$ cat src/rtl/mem_arb_pkg.sv
// rtl/mem_arb_pkg.sv - state and owner encoding shared by the memory port arbiter files
package mem_arb_pkg;

   localparam logic [1:0] OWNER_NONE = 2'd0;
   localparam logic [1:0] OWNER_I_RD = 2'd1;
   localparam logic [1:0] OWNER_D_RD = 2'd2;
   localparam logic [1:0] OWNER_D_WR = 2'd3;

   // The state encoding is the owner value driven on o_owner.
   typedef enum logic [1:0] {
      IDLE = OWNER_NONE,
      RD_I = OWNER_I_RD,
      RD_D = OWNER_D_RD,
      WR_D = OWNER_D_WR
   } arb_state_t;

endpackage

$ cat src/rtl/mem_arb_watchdog.sv
// rtl/mem_arb_watchdog.sv - busy-cycle watchdog; expired is high during the TIMEOUT_CYCLES-th busy cycle
module mem_arb_watchdog #(
   parameter int TIMEOUT_CYCLES = 1024
) (
   input  logic clk,
   input  logic arstn,
   input  logic busy,
   output logic expired
);

   localparam int CNT_W = $clog2(TIMEOUT_CYCLES + 1);

   logic [CNT_W-1:0] count;

   // count holds the busy cycles already completed, so it reads 0 in the first busy cycle
   assign expired = busy && (count == CNT_W'(TIMEOUT_CYCLES - 1));

   always_ff @(posedge clk or negedge arstn) begin
      if (!arstn) begin
         count <= '0;
      end else if (!busy || expired) begin
         count <= '0;
      end else begin
         count <= count + 1'b1;
      end
   end

endmodule

$ cat src/rtl/mem_port_arbiter.sv
// rtl/mem_port_arbiter.sv - owner-tracking arbiter for the shared AXI memory port
// Optional busy watchdog and o_timeout_err port under MEM_ARB_TIMEOUT_EN.
module mem_port_arbiter
   import mem_arb_pkg::*;
#(
   parameter int ADDR_W         = 32,
   parameter int TIMEOUT_CYCLES = 1024
) (
   input  logic              clk,
   input  logic              arstn,
   input  logic              i_icache_rd_req,
   input  logic [ADDR_W-1:0] i_icache_rd_addr,
   input  logic              i_dcache_rd_req,
   input  logic [ADDR_W-1:0] i_dcache_rd_addr,
   input  logic              i_dcache_wr_req,
   input  logic [ADDR_W-1:0] i_dcache_wr_addr,
   input  logic              i_read_last_axi,
   input  logic              i_b_resp_axi,
   output logic              o_start_read_axi,
   output logic              o_start_write_axi,
   output logic [ADDR_W-1:0] o_mem_addr,
   output logic              o_icache_rd_done,
   output logic              o_dcache_rd_done,
   output logic              o_dcache_wr_done,
   output logic [1:0]        o_owner,
   output logic              o_busy
`ifdef MEM_ARB_TIMEOUT_EN
   ,
   output logic              o_timeout_err
`endif
);

   arb_state_t state;
   logic       last_was_d;
   logic       xfer_done;
   logic       abort;

   if (TIMEOUT_CYCLES < 1) begin : g_bad_timeout
      $error("mem_port_arbiter: TIMEOUT_CYCLES must be at least 1");
   end

   assign o_owner          = state;
   assign o_busy           = (state != IDLE);
   assign o_icache_rd_done = (state == RD_I) && i_read_last_axi;
   assign o_dcache_rd_done = (state == RD_D) && i_read_last_axi;
   assign o_dcache_wr_done = (state == WR_D) && i_b_resp_axi;
   assign xfer_done        = o_icache_rd_done || o_dcache_rd_done || o_dcache_wr_done;

`ifdef MEM_ARB_TIMEOUT_EN
   mem_arb_watchdog #(
      .TIMEOUT_CYCLES(TIMEOUT_CYCLES)
   ) u_watchdog (
      .clk     (clk),
      .arstn   (arstn),
      .busy    (o_busy),
      .expired (abort)
   );

   always_ff @(posedge clk or negedge arstn) begin
      if (!arstn) begin
         o_timeout_err <= 1'b0;
      end else if (abort) begin
         o_timeout_err <= 1'b1;
      end
   end
`else
   assign abort = 1'b0;
`endif

   always_ff @(posedge clk or negedge arstn) begin
      if (!arstn) begin
         state             <= IDLE;
         last_was_d        <= 1'b0;
         o_mem_addr        <= '0;
         o_start_read_axi  <= 1'b0;
         o_start_write_axi <= 1'b0;
      end else begin
         o_start_read_axi  <= 1'b0;
         o_start_write_axi <= 1'b0;
         case (state)
            IDLE: begin
               // I wins after a D grant, or whenever D has nothing pending
               if (i_icache_rd_req && (last_was_d || !(i_dcache_wr_req || i_dcache_rd_req))) begin
                  state            <= RD_I;
                  o_mem_addr       <= i_icache_rd_addr;
                  last_was_d       <= 1'b0;
                  o_start_read_axi <= 1'b1;
               end else if (i_dcache_wr_req) begin
                  state             <= WR_D;
                  o_mem_addr        <= i_dcache_wr_addr;
                  last_was_d        <= 1'b1;
                  o_start_write_axi <= 1'b1;
               end else if (i_dcache_rd_req) begin
                  state            <= RD_D;
                  o_mem_addr       <= i_dcache_rd_addr;
                  last_was_d       <= 1'b1;
                  o_start_read_axi <= 1'b1;
               end
            end
            default: begin
               if (xfer_done || abort) begin
                  state <= IDLE;
               end
            end
         endcase
      end
   end

endmodule
$ cat config.mk
export PLATFORM = sky130hd
export DESIGN_NAME = mem_port_arbiter
export DESIGN_NICKNAME = d
export VERILOG_FILES = /design/src/rtl/mem_arb_pkg.sv /design/src/rtl/mem_arb_watchdog.sv /design/src/rtl/mem_port_arbiter.sv
export SDC_FILE = /design/constraint.sdc
export NUM_CORES = 1
export LEC_CHECK = 0
export ABC_AREA = 1
export ABC_CLOCK_PERIOD_IN_PS = 1350
export CAP_MARGIN = 15
export CORE_MARGIN = 1.5
export CORE_UTILIZATION = 38
export CTS_CLUSTER_SIZE = 24
export DETAILED_ROUTE_END_ITERATION = 10
export PLACE_DENSITY = 0.88
export SETUP_SLACK_MARGIN = 0.02
export SLEW_MARGIN = 20
export SYNTH_ARGS = -nofsm -noshare
export SYNTH_HDL_FRONTEND = slang
export SYNTH_HIERARCHICAL = 1
export SYNTH_SLANG_ARGS = --single-unit
$ cat constraint.sdc
create_clock -name clk -period 1.35 [get_ports clk]
set_input_delay 0.135 -clock clk [delete_from_list [all_inputs] [get_ports clk]]
set_output_delay 0.135 -clock clk [all_outputs]
set_load 0.02 [all_outputs]
==> results by stage <==
Logic synthesis:
- The fraction of the mapped netlist area in adder cells is 0%.
- The fraction of post-synthesis cell area in the top cell type by area is 37.68%.
- The flip-flop cell with the highest count after synthesis is sky130_fd_sc_hd__dfrtp_1.
- The count of flip-flops with a built-in enable after synthesis is 0.
- Summing the areas of all xor and xnor instances in the mapped netlist gives 0% of the synthesized area.
- The mux cell area share after synthesis is 0%.
- Yosys instantiated no cell more often than sky130_fd_sc_hd__nand2_1.
- The post-synthesis simple-gate area fraction is 46.13%.
- The post-synthesis cell count is 378.
- Averaged over all synthesized cells, the footprint is 6.501 µm².
- Counting flops with an async set or reset pin after synthesis yields a share of 100.0%.
- After synthesis the netlist holds a flip-flop and latch count of 37.
- sky130_fd_sc_hd__dfrtp_1 takes more of the synthesized area than any other cell.
- The distinct cell type count of the synthesized netlist is 20.
- The portion of the post-synthesis area used by sequential elements is 37.68%.
- By count the netlist is led by 161 x sky130_fd_sc_hd__nand2_1, 66 x sky130_fd_sc_hd__nand3_1, 45 x sky130_fd_sc_hd__inv_1.
- By area the synthesized netlist is led by sky130_fd_sc_hd__dfrtp_1 38%, sky130_fd_sc_hd__nand2_1 25%, sky130_fd_sc_hd__nand3_1 13%.
- The mapped netlist covers 0.002457 mm².
- The number of nets handed over by synthesis was 481.
- The dominant combinational cell family by area after synthesis is simple AND/OR/NAND/NOR gates.
- The compound-gate portion of the synthesized area is 3.310%.
- During synthesis, Yosys emitted a total of 6 warnings.

Die:
- The die extent in y is 83.42 µm.
- The initial utilization of the core area, before any placement, comes to 38.92%.
- After floorplanning, the core was divided into 29 placement rows.
- After floorplanning, the core was sized to cover 0.006314 mm².
- The die covers 0.006958 mm².
- 143 I/O pins were placed.
- The die width is 83.42 µm.

Critical path:
- The endpoint arrival time on the critical path is 1.48 ns.
- The signal on the critical path passes through clkdlybuf4s50_1, nor2_4, nor2_8, buf_12, nand3_1, nand2_1.
- The type of element capturing the critical path is a flop.
- The worst-path maximum fanout is 20.
- On the worst path, the slowest cell contributes a delay of 0.71 ns.
- The critical path is of the input pin to flop type.
- At the worst endpoint, the required time is 1.57 ns.
- The startpoint class of the critical path is an input pin.
- Among all stages on the critical path, the largest delay is contributed by sky130_fd_sc_hd__clkdlybuf4s50_1.

Timing:
- The max-slew violation count is 0.
- The total negative slack for setup checks is 0 ns.
- Across all hold checks on the routed design, the worst slack comes to 0.3317 ns.
- Static timing analysis puts the maximum clock frequency at 793.0 MHz.
- The final number of hold-violating endpoints is 0.
- Counting I/O delays and the setup requirement, the final critical path takes 1.261 ns.
- For the pin with the worst max-slew slack, the measured transition is 0.4276 ns.
- The final number of setup-violating endpoints is 0.
- The final critical-path setup slack is 0.08893 ns.
- The largest clock skew in the final design is 0.008387 ns.
- Measured against its own limit, the worst slew margin works out to 71.49%.
- Setup repair after global routing left no endpoint under its margin.
- The ratio of final minimum period to clock period is 93.41%.

Power and ir drop:
- The leakage power is 2.141 nW.
- IR analysis of the VDD net gives a maximum drop of 1073 µV.
- The power per standard cell area is 1639 mW/mm².

Cells and area:
- The finished cells cover 0.004086 mm².
- The number of inserted diodes is 0.
- The fraction of layout instances using a drive strength above 1 is 6.923%.
- At the end of the flow, the number of nets in the layout was 622.
- The utilization after layout is 64.72%.
- The area added between synthesis and finish is 66.29%.

Clock network:
- TritonCTS built the clock tree.
- The clock latency on the worst-skew pair is 0.28 ns.
- The clock-pin slew on the worst setup and hold paths is 0.08 ns.
- The clock passes through at most 2 buffers.
- CTS built an H-tree with a depth of 2.
- The clock buffer count from CTS is 5.
- The cell at the root of the clock tree is sky130_fd_sc_hd__clkbuf_8.
- Counting every sink on the clock net gives 37.

Global routing:
- The largest net degree at the start of global routing is 42.
- The number of global-route vias before repair is 2,875.
- Across every metal layer, demand over resource in global routing totals 23.92%.
- The global-route wire length before repair is 13,610 µm.
- Summed over all layers, the global routing overflow is 0.
- The initial antenna violation count is 0.

Routing:
- The final routed wirelength across all metal layers is 7786 µm.
- For this run, the detailed router's first-pass iteration total came to 6.
- The violation count after the first detailed-routing iteration is 123.
- The number of nets with antenna violations after routing is 0.
- The detailed-route via count is 2,882.
- The final routed wire length divided by cell count is 13.04 µm.
- The number of vias per cell after detailed routing is 4.827.
- The DRC violation count after routing is 0.

Placement:
- Routability-driven placement finished with a final weighted congestion of 0.8155.
- The number of buffer cells added on primary ports is 142.
- OpenSTA, run right after detailed placement, puts the worst setup slack at -0.2578 ns.
- The total cell area at the placement stage is 0.004036 mm².
- After legalization and detailed placement, the total HPWL measured 5837 µm.

Outcome:
- The run finished with clean final reports.

Hold path:
- The tightest min-delay check is of the input pin to asynchronous set/reset pin type.

Flow run:
- The tool flagged a number of max-cap violations equal to 0.
-- per-layer routing --
layer	share of wire, %	global-route usage, %	vias to the layer above
met1	39	28.14	1349
li1	-	-	1435
met5	0	0	-
met2	54	44.72	88
met3	5.2	4.573	10
met4	1.5	5.812	0
-- through the flow --
step                power, mW  std cells
finish                  6.696        597
global route            7.239        597
CTS                     6.745        596
detailed placement      6.333        587
global placement        6.203        587
floorplan               4.284        378
-- layout make-up --
class                           count  area [µm²]
Clock buffer                        8       90.09
Fill cell                         573        2227
Inverter                           48       187.7
Multi-Input combinational cell    270        1222
Sequential cell                    37       928.4
Tap cell                           77       96.34
Timing Repair Buffer              157        1562
-- state kept, by name, indices dropped and copies added, names as in the netlist --
| register | flops |
|---|---|
| o_start_read_axi | 1 |
| o_mem_addr | 32 |
| o_start_write_axi | 1 |
| last_was_d | 1 |
| o_owner | 2 |
-- cell families (layout without fill, tap and decap cells) --
group	count (synthesis)	count (layout)
compound gates	13	13
buf+inv	71	213
flops	37	37
simple gates	257	257
-- critical path: cells and delay by family --
family	cells	cell delay, ns
buffers and inverters	2	0.88
and+or+nand+nor	4	0.46
-- path summary, 6_finish.rpt --
check	from	slack [ns]	to	cells after the start
min reg2reg	o_mem_addr[8]$_DFFE_PN0P_	0.47	o_mem_addr[8]$_DFFE_PN0P_	2
max	i_icache_rd_req	0.09	o_mem_addr[5]$_DFFE_PN0P_	6
max in group asynchronous	arstn	0.55	o_mem_addr[21]$_DFFE_PN0P_	3
min in group clk	i_dcache_wr_req	0.38	o_start_write_axi$_DFF_PN0_	4
max reg2reg	o_owner[1]$_DFFE_PN0P_	0.12	o_mem_addr[5]$_DFFE_PN0P_	6
min	arstn	0.33	o_mem_addr[26]$_DFFE_PN0P_	2
-- power breakdown --
part | switching (mW) | internal [mW] | leakage [nW]
Sequential | 0.321 | 1.67 | 0.451
Combinational | 2.31 | 1.61 | 1.64
Clock | 0.374 | 0.417 | 0.0455
-- cell usage in the layout (no fill, tap or decap), drive strengths merged, types with 2 or more instances in the layout --
cell,netlist,layout
o21ai,10,10
clkdlybuf4s50,0,100
clkbuf,4,10
dfrtp,37,37
nand2,162,162
and2,24,24
o211ai,2,2
dlygate4sd2,0,36
buf,19,18
nand3,66,66
inv,48,48
nor2,5,5
-- repair_timing --
| item | in CTS | in global routing |
|---|---|---|
| setup buffers | 0 | 1 |
| hold buffers | 1 | 0 |
| endpoints found under the hold margin | 16 | 0 |
| setup endpoints to repair | 40 | 31 |
| pin swaps | 0 | 1 |
| gates resized for setup | 48 | 4 |
No activity file was read; power rests on OpenSTA's default activity.
